$ cat config.mk
export PLATFORM = sky130hd
export DESIGN_NAME = riscv_custom_accum_unit
export DESIGN_NICKNAME = d
export VERILOG_FILES = /design/src/rtl/riscv_custom_accum_unit.sv
export SDC_FILE = /design/constraint.sdc
export NUM_CORES = 2
export LEC_CHECK = 0
export ABC_CLOCK_PERIOD_IN_PS = 5400
export CAP_MARGIN = 10
export CORE_AREA = 2 2 299 301
export CTS_CLUSTER_DIAMETER = 200
export DETAILED_ROUTE_END_ITERATION = 7
export DIE_AREA = 0 0 301 303
export HOLD_SLACK_MARGIN = 0.02
export PLACE_DENSITY_LB_ADDON = 0.1
export REMOVE_ABC_BUFFERS = 1
export SYNTH_ARGS = -nofsm -noshare
export SYNTH_HDL_FRONTEND = slang
export SYNTH_SLANG_ARGS = --single-unit
$ cat constraint.sdc
create_clock -name clk -period 5.4 [get_ports clk]
set_input_delay 0.81 -clock clk [delete_from_list [all_inputs] [get_ports clk]]
set_output_delay 0.81 -clock clk [all_outputs]
set_load 0.01 [all_outputs]
$ cat src/rtl/riscv_custom_accum_unit.sv
// riscv_custom_accum_unit: per-hart accumulator/counter unit on the custom-0 port.
// Define RISCV_CUSTOM_ACCUM_SAT_EN for signed saturating accumulate adds.
module riscv_custom_accum_unit #(
  parameter int         HART_COUNT     = 2,
  parameter int         HID_WIDTH      = 1,
  parameter logic [4:0] CUSTOM0_OPCODE = 5'h02
) (
  input  logic                 clk,
  input  logic                 rst_n,
  input  logic                 CustomInstr_valid_in,
  input  logic [HID_WIDTH-1:0] CustomInstr_hid_in,
  input  logic [4:0]           CustomInstr_major_opcode_in,
  input  logic [2:0]           CustomInstr_minor_opcode_in,
  input  logic [31:0]          CustomInstr_op1_in,
  input  logic [31:0]          CustomInstr_op2_in,
  input  logic [31:0]          CustomInstr_imm_in,
  input  logic [6:0]           CustomInstr_funct7_in,
  output logic [31:0]          CustomInstr_result_out
);
  logic [31:0]          acc     [HART_COUNT];
  logic [15:0]          cnt     [HART_COUNT];
  logic [31:0]          eff     [HART_COUNT];
  logic [31:0]          acc_nxt [HART_COUNT];
  logic [15:0]          cnt_nxt [HART_COUNT];
  logic                 pend_valid;
  logic [HID_WIDTH-1:0] pend_hid;
  logic [31:0]          pend_prod;
  logic                 ok, modifying;
  logic [2:0]           minor;
  logic [31:0]          eff_sel, result_nxt;
  logic [15:0]          cnt_sel;
  logic                 unused_funct7;

  assign unused_funct7 = ^CustomInstr_funct7_in;
  assign minor = CustomInstr_minor_opcode_in;

  function automatic logic [31:0] add32(input logic [31:0] a, input logic [31:0] b);
`ifdef RISCV_CUSTOM_ACCUM_SAT_EN
    logic [31:0] s;
    s = a + b;
    return (a[31] == b[31] && s[31] != a[31]) ? (a[31] ? 32'h8000_0000 : 32'h7FFF_FFFF) : s;
`else
    return a + b;
`endif
  endfunction

  // eff folds the in-flight MAC product so every op sees program order
  always_comb begin
    ok = CustomInstr_valid_in && CustomInstr_major_opcode_in == CUSTOM0_OPCODE &&
         32'(CustomInstr_hid_in) < HART_COUNT;
    modifying = minor == 3'd0 || minor == 3'd1 || minor == 3'd3;
    eff_sel = '0;
    cnt_sel = '0;
    for (int h = 0; h < HART_COUNT; h++) begin
      eff[h] = (pend_valid && pend_hid == HID_WIDTH'(h)) ? add32(acc[h], pend_prod) : acc[h];
      acc_nxt[h] = eff[h];
      cnt_nxt[h] = cnt[h];
      if (ok && CustomInstr_hid_in == HID_WIDTH'(h)) begin
        eff_sel = eff[h];
        cnt_sel = cnt[h];
        acc_nxt[h] = minor == 3'd0 ? CustomInstr_op1_in :
                     minor == 3'd1 ? add32(eff[h], CustomInstr_op2_in + CustomInstr_imm_in) :
                     minor == 3'd5 ? '0 : eff[h];
        cnt_nxt[h] = minor == 3'd5 ? '0 :
                     (modifying && cnt[h] != 16'hFFFF) ? cnt[h] + 16'd1 : cnt[h];
      end
    end
    result_nxt = !ok ? '0 :
                 (minor == 3'd0 || minor == 3'd2) ? eff_sel :
                 minor == 3'd4 ? {16'b0, cnt_sel} : '0;
  end

  always_ff @(posedge clk or negedge rst_n) begin
    if (!rst_n) begin
      for (int h = 0; h < HART_COUNT; h++) begin
        acc[h] <= '0;
        cnt[h] <= '0;
      end
      pend_valid <= 1'b0;
      pend_hid <= '0;
      pend_prod <= '0;
      CustomInstr_result_out <= '0;
    end else begin
      for (int h = 0; h < HART_COUNT; h++) begin
        acc[h] <= acc_nxt[h];
        cnt[h] <= cnt_nxt[h];
      end
      pend_valid <= ok && minor == 3'd3;
      pend_hid <= CustomInstr_hid_in;
      pend_prod <= CustomInstr_op1_in * CustomInstr_op2_in;
      CustomInstr_result_out <= result_nxt;
    end
  end
endmodule

==> impl_metrics.ini <==
[sta]
rsz0062_at_grt = yes
setup_slack_ns = -1.24
slew_headroom = 0.288
max_freq_ghz = 0.151
setup_viol = 21
fin_skew_ns = 0.0125
drv_slew = 0
finalHoldViolations = 0
tightest_slew_ns = 1.07
period_minus_slack_ns = 6.64
finalCritPeriodShare = 1.23

[worst_setup_path]
cp_max_fo = 5
start_kind = input port
required_ns = 5.81
critPathKind = in -> reg
r2r_setup_slack_ns = 0.16
crit_arrival_ns = 7.05
endpoint_kind = register

[place]
hpwl_um = 97400
dp.cells = 5310
io_buffers = 139
gp_congestion = 0.908

[floorplanning]
io_pins = 147
coreArea_um2 = 88000
start_util = 0.347
row_count = 109
die_h_um = 303
dieWidth_um = 301
dieArea_um2 = 91200

[clocking]
cts_tree = done
cts-root-buf = clkbuf_16
clkTransAtPathRegs_ns = 0.07
clockBufferDepth = 2
cts.sinks = 162
cts_hold_buffers = 0
h-tree-depth = 4
clkLatencyLatePin_ns = 0.50
numCtsBuffers = 17

[synthesis]
syn_inst = 3522
synth_edf_count = 0
syn_area_um2 = 30500
synth_warnings = 0
synth_top_family_by_area = adder cells
synth-compound-area-share = 0.160
yosysSeqAreaShare = 0.133
synthXorXnorAreaFrac = 0.0651
synthMuxAreaShare = 0.0114
synthAdderAreaFrac = 0.386
synthFlopType = dfrtp_1
ys_ff_latch = 162
synth_cell_type_count = 80
yosys.area_share.simple = 0.171
postSynthAreaPerCell_um2 = 8.67
async_flop_share = 1.00

[route]
drcViolationCount = 0
routedWlPerCell_um = 21.9
via_count = 27600
viasPerCell = 5.10
totalWireLength_um = 118000
antenna_left = 0
drt-initial-drc-count = 1545
dr.pass1.iters = 6

[layout]
layout.nets = 5036
diodes = 0
final_common_cell = buf_4
synthToLayoutAreaGrowth_pct = 33.7
drive_above_1_share = 0.238
layoutNonFillerInstCount = 5405
final_cell_mix = buf_4, inv_1, nand2_1, fa_1, and2_1

[grt]
grt_pass1_wl_um = 176000
overflow = 0
grt_pass1_vias = 28500
antenna_found_initial = 5
grt_max_degree = 84
track_usage = 0.259

[run]
maxCapViolCount = 0

[status]
status = finished, violations left
violations = negative setup slack

[hold_path]
hold_path_class = in -> async
-- metrics by stage --
stage	util	worst slack [ns]	setup TNS, ns	area, um^2	hold WS, ns
floorplan	-	-1.40	-16.96	30000	0.466
global placement	0.434	-2.62	-73.03	38100	0.511
CTS	0.453	-1.37	-17.98	39900	0.390
global route	0.464	-1.52	-20.97	40800	0.434
detailed placement	0.434	-2.56	-70.93	38100	0.509
finish	0.464	-1.24	-15.86	40800	0.368
-- cell usage after synthesis, types with 11 or more instances --
library cell  instances  area share
nand2b_1             22      0.0045
o21ai_0             162       0.027
o21a_1               20      0.0049
fa_1                413        0.27
a211oi_1             31      0.0076
o21bai_1             31      0.0076
and2_1              349       0.072
nor2_1              143       0.018
clkbuf_1            138       0.017
xor2_1               79       0.023
mux2i_1              27      0.0089
dfrtp_1             162        0.13
xnor2_1             148       0.042
nand3_1              43      0.0070
a21o_1               87       0.021
o21ai_1              19      0.0031
ha_1                280        0.11
nand4_1              19      0.0039
inv_1               453       0.056
o22ai_1              33      0.0068
a22oi_1              50       0.012
nor3_1               31      0.0051
a21oi_1             183       0.030
and3_1               25      0.0051
o31ai_1              15      0.0037
nor2b_1              11      0.0023
nand2_1             378       0.046
a31oi_1              25      0.0051
o211ai_1             15      0.0037
-- cells by family (layout without fill, tap and decap cells) --
group	count (synthesis)	after routing
xor gates and xnor gates	227	227
AOI/OAI and AO/OA	753	753
and+or+nand+nor	1053	1053
muxes	34	34
DFF	162	162
buffers and inverters	600	1318
adders and majority gates	693	693
-- state kept, by name (all words and copies together), names as in the netlist --
signal                  count
CustomInstr_result_out     32
pend_prod                  32
cnt                        32
acc                        64
pend_valid                  1
pend_hid                    1
-- final timing paths --
kind,start,end,cells past startpoint
min in group clk,cnt[22],cnt[22],1
max,CustomInstr_op2_in[7],pend_prod[31],25
min reg2reg,cnt[22],cnt[22],1
min,rst_n,CustomInstr_result_out[8],1
max in group asynchronous,rst_n,pend_prod[17],2
max reg2reg,acc[32],acc[62],24
-- what timing repair did --
item | in CTS | in global routing
gates resized for setup | 246 | 220
setup endpoints to repair | 51 | 42
cloned | 5 | 7
pin swaps | 132 | 176
endpoints found under the hold margin | 0 | 0
buffers inserted | 37 | 28
-- metal layers --
layer	wire length [um]	GRT usage
met1	49700	0.326
met2	59800	0.460
met3	3870	0.0245
met4	4900	0.0997
met5	28	0
-- critical path, cell delays in order --
cell       delay [ns]
buf_2            0.16
and2_4           0.16
fa_1             0.55
fa_1             0.43
fa_1             0.54
inv_2            0.05
fa_1             0.49
inv_2            0.04
fa_1             0.51
inv_2            0.04
fa_1             0.47
inv_1            0.05
fa_1             0.49
fa_1             0.45
ha_4             0.29
nand4_1          0.19
nor3b_2          0.31
a211oi_4         0.09
o2111ai_4        0.23
inv_2            0.06
o21ai_2          0.10
buf_4            0.13
a41oi_4          0.13
a21oi_2          0.15
xnor2_1          0.12
-- final cells by class --
cell class	count	area, um^2
inverter	453	1700
clock buffer	22	464
fill	8760	47100
multi-input combinational	2760	25500
timing repair buffer	834	7540
sequential	162	4050
clock inverter	9	155
tap	1165	1460
Power is left out: the tool's default activity adds up to more than one toggle a clock period on the data nets, which glitch-free logic cannot reach.
